<file path="config.mk">
export PLATFORM = sky130hd
export DESIGN_NAME = debug_word_tx
export DESIGN_NICKNAME = d
export VERILOG_FILES = /design/src/rtl/debug_word_tx_pkg.sv /design/src/rtl/debug_word_tx.sv
export SDC_FILE = /design/constraint.sdc
export NUM_CORES = 1
export LEC_CHECK = 0
export CAP_MARGIN = 0
export CORE_UTILIZATION = 28
export DETAILED_ROUTE_END_ITERATION = 8
export PLACE_DENSITY = 0.59
export SYNTH_ARGS = -nofsm -noshare
export SYNTH_HDL_FRONTEND = slang
export SYNTH_SLANG_ARGS = --single-unit
</file>
<file path="constraint.sdc">
create_clock -name i_clk -period 4.45 [get_ports i_clk]
set_clock_uncertainty 0.05 [all_clocks]
set_input_delay 1.1125 -clock i_clk [delete_from_list [all_inputs] [get_ports i_clk]]
set_output_delay 1.1125 -clock i_clk [all_outputs]
set_load 0.02 [all_outputs]
</file>
<file path="src/rtl/debug_word_tx_pkg.sv">
// Shared debug-unit definitions: default word/byte widths and the state
// encoding of the word dump transmitter.
package debug_word_tx_pkg;

  localparam int DBG_BITS_SIZE  = 32;
  localparam int DBG_SIZE_TRAMA = 8;
  localparam int DBG_MAX_WORDS  = 64;

  localparam logic [2:0] ST_IDLE      = 3'd0;
  localparam logic [2:0] ST_HEADER    = 3'd1;
  localparam logic [2:0] ST_LOAD      = 3'd2;
  localparam logic [2:0] ST_SEND      = 3'd3;
  localparam logic [2:0] ST_WAIT_DONE = 3'd4;
  localparam logic [2:0] ST_CSUM      = 3'd5;
  localparam logic [2:0] ST_FINISH    = 3'd6;

endpackage

</file>
<file path="src/rtl/debug_word_tx.sv">
// Dumps N words over a byte UART as: tag, word bytes (MSB first), XOR checksum.
//
// state     | meaning
// ----------+----------------------------------------------------------
// IDLE      | waiting for i_start
// HEADER    | tag byte in flight, waiting for its i_tx_done
// LOAD      | capture i_word[o_word_idx], issue its first byte
// SEND      | o_tx_start cycle of a payload byte, shift register advances
// WAIT_DONE | payload byte in flight, waiting for i_tx_done
// CSUM      | checksum byte in flight, waiting for its i_tx_done
// FINISH    | o_done pulse, o_busy already low
module debug_word_tx
  import debug_word_tx_pkg::*;
#(
  parameter int BITS_SIZE  = DBG_BITS_SIZE,
  parameter int SIZE_TRAMA = DBG_SIZE_TRAMA,
  parameter int MAX_WORDS  = DBG_MAX_WORDS,
  localparam int IDX_W     = $clog2(MAX_WORDS)
) (
  input  logic                  i_clk,
  input  logic                  i_reset,
  input  logic                  i_start,
  input  logic [IDX_W-1:0]      i_word_count,
  input  logic [SIZE_TRAMA-1:0] i_tag,
  output logic [IDX_W-1:0]      o_word_idx,
  input  logic [BITS_SIZE-1:0]  i_word,
  output logic                  o_tx_start,
  output logic [SIZE_TRAMA-1:0] o_tx_data,
  input  logic                  i_tx_done,
  output logic                  o_busy,
  output logic                  o_done
);

  localparam int BYTES_PER_WORD = BITS_SIZE / SIZE_TRAMA;
  localparam int CNT_W          = $clog2(BYTES_PER_WORD + 1);

  localparam logic [CNT_W-1:0] CNT_LAST = CNT_W'(BYTES_PER_WORD);
  localparam logic [CNT_W-1:0] CNT_ONE  = CNT_W'(1);
  localparam logic [IDX_W-1:0] IDX_ONE  = IDX_W'(1);

  logic [2:0]            r_state;
  logic [IDX_W-1:0]      r_n;
  logic [IDX_W-1:0]      r_idx;
  logic [BITS_SIZE-1:0]  r_shift;
  logic [CNT_W-1:0]      r_byte_cnt;
  logic [SIZE_TRAMA-1:0] r_csum;
  logic [SIZE_TRAMA-1:0] r_tx_data;
  logic                  r_tx_start;
  logic                  r_busy;
  logic                  r_done;

  logic [SIZE_TRAMA-1:0] w_shift_top;
  logic [SIZE_TRAMA-1:0] w_word_top;
  logic                  w_last_word;
  logic                  w_word_more;

  assign w_shift_top = r_shift[BITS_SIZE-1 -: SIZE_TRAMA];
  assign w_word_top  = i_word[BITS_SIZE-1 -: SIZE_TRAMA];
  // Only evaluated with N >= 1, so r_n - 1 never underflows.
  assign w_last_word = (r_idx == (r_n - IDX_ONE));
  assign w_word_more = (r_byte_cnt < CNT_LAST);

  always_ff @(posedge i_clk or negedge i_reset) begin
    if (!i_reset) begin
      r_state    <= ST_IDLE;
      r_n        <= '0;
      r_idx      <= '0;
      r_shift    <= '0;
      r_byte_cnt <= '0;
      r_csum     <= '0;
      r_tx_data  <= '0;
      r_tx_start <= 1'b0;
      r_busy     <= 1'b0;
      r_done     <= 1'b0;
    end else begin
      r_tx_start <= 1'b0;
      r_done     <= 1'b0;
      case (r_state)
        ST_IDLE: begin
          if (i_start) begin
            r_n        <= i_word_count;
            r_idx      <= '0;
            r_byte_cnt <= '0;
            r_csum     <= i_tag;
            r_tx_data  <= i_tag;
            r_tx_start <= 1'b1;
            r_busy     <= 1'b1;
            r_state    <= ST_HEADER;
          end
        end
        ST_HEADER: begin
          if (i_tx_done) begin
            if (r_n != '0) begin
              r_state <= ST_LOAD;
            end else begin
              r_tx_data  <= r_csum;
              r_tx_start <= 1'b1;
              r_state    <= ST_CSUM;
            end
          end
        end
        ST_LOAD: begin
          r_shift    <= i_word;
          r_byte_cnt <= '0;
          r_tx_data  <= w_word_top;
          r_csum     <= r_csum ^ w_word_top;
          r_tx_start <= 1'b1;
          r_state    <= ST_SEND;
        end
        ST_SEND: begin
          // The UART cannot finish a byte in its own start cycle, so i_tx_done is not watched here.
          r_shift    <= r_shift << SIZE_TRAMA;
          r_byte_cnt <= r_byte_cnt + CNT_ONE;
          r_state    <= ST_WAIT_DONE;
        end
        ST_WAIT_DONE: begin
          if (i_tx_done) begin
            if (w_word_more) begin
              r_tx_data  <= w_shift_top;
              r_csum     <= r_csum ^ w_shift_top;
              r_tx_start <= 1'b1;
              r_state    <= ST_SEND;
            end else if (!w_last_word) begin
              r_idx   <= r_idx + IDX_ONE;
              r_state <= ST_LOAD;
            end else begin
              r_tx_data  <= r_csum;
              r_tx_start <= 1'b1;
              r_state    <= ST_CSUM;
            end
          end
        end
        ST_CSUM: begin
          if (i_tx_done) begin
            r_busy  <= 1'b0;
            r_done  <= 1'b1;
            r_state <= ST_FINISH;
          end
        end
        ST_FINISH: begin
          r_state <= ST_IDLE;
        end
        default: begin
          r_state <= ST_IDLE;
        end
      endcase
    end
  end

  assign o_word_idx = r_idx;
  assign o_tx_start = r_tx_start;
  assign o_tx_data  = r_tx_data;
  assign o_busy     = r_busy;
  assign o_done     = r_done;

endmodule

</file>
==> qor.yml <==
clocking:
  cts_max_level: 3
  cts-root-buf: "clkbuf_16"
  post_cts_buffers: 0
  clk_pin_slew_ns: 0.06
  clockBufferDepth: 2
  cts_resized: 0
  ctsHoldBuffers: 0
  clock_latency_ns: 0.33
  cts.sinks: 69
  cts-buffers-inserted: 9
  cts_tree: "built"
die:
  start_util_pct: 28.97
  die_area_mm2: 0.01429
  die_w_um: 119.5
  die_y_um: 119.5
  fp.coreArea_mm2: 0.01335
  ioPinCount: 67
  num_rows: 42
setup_path:
  crit_chain: "clkdlybuf4s50_1, inv_1, o32a_1, a22oi_1, a21oi_4, mux2_4"
  endpoint_kind: "register"
  r2r_slack_ns: 1.83
  required_ns: 4.61
  reg2reg_depth: 7
  critPathLaunchType: "input port"
  setup.worst_path.end: "o_tx_data[7]$_DFFE_PN0P_"
  setup.worst_path.start: "i_tx_done"
  slowest_stage: "clkdlybuf4s50_1"
  worstPathMaxFanout: 9
  crit_arrival_ns: 3.01
  reg2reg_from: "r_n[0]$_DFFE_PN0P_"
  crit_type: "input port to register"
  slowest_delay_ns: 0.53
  reg2reg_to: "o_tx_data[7]$_DFFE_PN0P_"
logic_synthesis:
  syn_avg_cell_area_um2: 9.387
  synth.net_count: 465
  synth_cells: 412
  async_flop_share_pct: 100.0
  ys_types: 43
  synth-seq-cells: 69
  yosysSeqAreaShare_pct: 44.65
  yosys_warnings: 0
  synth_edf_count: 0
  synth_ff_type: "dfrtp_1"
  syn_area_mm2: 0.003867
placement:
  routabilityCongestion: 0.7723
  placed_cells: 633
  io_buffer_count: 66
  place_ws_ns: 1.265
  dp_hpwl_mm: 6.546
layout:
  final_cell_mix: "nand2_1 (80), dfrtp_1 (68), clkdlybuf4s50_1 (65)"
  diodes: 0
  area_growth_pct: 28.73
  multi_input_area_mm2: 0.002012
  fillers: 1367
  finalNetCount: 521
  drive_gt1_share_pct: 7.627
  seqCellArea_mm2: 0.001728
  final_common_cell: "nand2_1"
  stdcell_count: 648
route:
  avgRoutedWirePerCell_um: 14.33
  drc: 0
  final_antenna_net_count: 0
  drt_iter0_markers: 138
  vias: 3141
  wirelength_mm: 9.286
  firstDrtPassIters: 4
  via_per_inst: 4.847
grt:
  gr-usage-all-layers_pct: 13.93
  antenna_found_initial: 0
  grt_pass1_wl_mm: 15.61
  grt_pass1_vias: 3145
  grt_overflow: 0
  grt_max_degree: 57
timing:
  min_period_ns: 2.845
  tightest_slew_ns: 0.8612
  fmax_mhz: 351.5
  relSlewSlack_pct: 42.58
  min_period_over_period_pct: 63.94
  slew_viol_final: 0
  tns_ns: 0
  final_hold_viol_count: 0
  rsz0062_at_grt: "no"
  setup_viol: 0
  layout_setup_ws_ns: 1.605
power:
  peakVddDrop_mv: 0.2378
  p_leak_nw: 2.098
  p_per_area_mw_per_mm2: 699.7
outcome:
  status: "completed"
worst_hold_path:
  hp-class: "register to register"
run:
  maxCapViolCount: 0
-- worst max-delay path, delay by kind of cell --
family	cells	cell delay, ns
AOI/OAI and AO/OA	3	0.92
buffers and inverters	2	0.63
muxes	1	0.34
-- where the power goes --
| part | leakage (nW) | total, W | switching, W | internal (W) |
|---|---|---|---|---|
| Clock | 0.145 | 0.000705 | 0.000260 | 0.000445 |
| Sequential | 0.870 | 0.00117 | 0.000271 | 0.000897 |
| Combinational | 1.08 | 0.00161 | 0.000844 | 0.000766 |
-- registers in the layout, summed over array words and instances (netlist names) --
register / cells
r_state: 3
o_word_idx: 6
o_tx_data: 8
o_tx_start: 1
r_byte_cnt: 3
r_csum: 8
r_n: 6
o_done: 1
r_shift: 32
o_busy: 1
-- layout make-up --
class / instances / share of cell area, %
Multi-Input combinational cell: 308 / 40.41
Sequential cell: 69 / 34.71
Timing Repair Buffer: 71 / 13.92
Clock buffer: 11 / 4.876
Tap cell: 176 / 4.423
Clock inverter: 4 / 0.9801
Inverter: 9 / 0.6786
-- cell families after synthesis --
family,after synthesis,synth area share (%)
adders and majority gates,3,0.9707
AOI/OAI and AO/OA,105,17.41
DFF,69,44.65
muxes,38,10.87
and+or+nand+nor,139,17.50
buffers and inverters,35,3.397
xor gates and xnor gates,23,5.209
-- synthesized netlist by cell type, types with 4 or more instances --
| library cell | number | area (um2) |
|---|---|---|
| a221o_1 | 6 | 60.06 |
| o22ai_1 | 8 | 50.05 |
| clkbuf_1 | 21 | 78.83 |
| o21ai_0 | 47 | 235.2 |
| nor2_1 | 7 | 26.28 |
| nand2_1 | 80 | 300.3 |
| a21oi_1 | 17 | 85.08 |
| nor3_1 | 7 | 35.03 |
| mux2i_1 | 30 | 300.3 |
| nand2b_1 | 4 | 25.02 |
| nand3b_1 | 17 | 127.6 |
| mux2_4 | 8 | 120.1 |
| a22oi_1 | 9 | 67.56 |
| buf_1 | 5 | 18.77 |
| inv_1 | 9 | 33.78 |
| dfrtp_1 | 69 | 1727 |
| xnor2_1 | 20 | 175.2 |
| nor2b_1 | 10 | 62.56 |
-- how the worst min path moves through the flow --
stage                                 from                     end  slack, ns  cells after the start
floorplan           r_shift[0]$_DFFE_PN0P_  r_shift[0]$_DFFE_PN0P_       0.39                      2
global placement    r_shift[7]$_DFFE_PN0P_  r_shift[7]$_DFFE_PN0P_       0.40                      2
detailed placement  r_shift[1]$_DFFE_PN0P_  r_shift[1]$_DFFE_PN0P_       0.41                      2
global route        r_shift[1]$_DFFE_PN0P_  r_shift[1]$_DFFE_PN0P_       0.44                      2
finish              r_shift[3]$_DFFE_PN0P_  r_shift[3]$_DFFE_PN0P_       0.41                      2
CTS                 r_shift[1]$_DFFE_PN0P_  r_shift[1]$_DFFE_PN0P_       0.42                      2
-- per-layer routing --
layer	GRT usage (%)	vias to the layer above	wire length [um]
li1	-	1572	-
met1	18.73	1469	4518
met2	21.13	89	4168
met3	3.327	11	416
met4	6.328	0	181
met5	0	-	0
-- per-stage QoR --
stage	instance area (um2)	util, %	hold slack, ns	power [W]
3_5_place_dp	4687	35.11	0.4055	0.002797
5_1_grt	4979	37.30	0.4421	0.003764
2_1_floorplan	3867	-	0.3885	0.002356
6_report	4979	37.30	0.4142	0.003484
4_1_cts	4979	37.30	0.4180	0.003511
3_3_place_gp	4687	35.11	0.4001	0.002737
Note: power is estimated with default switching activity, not from simulation.
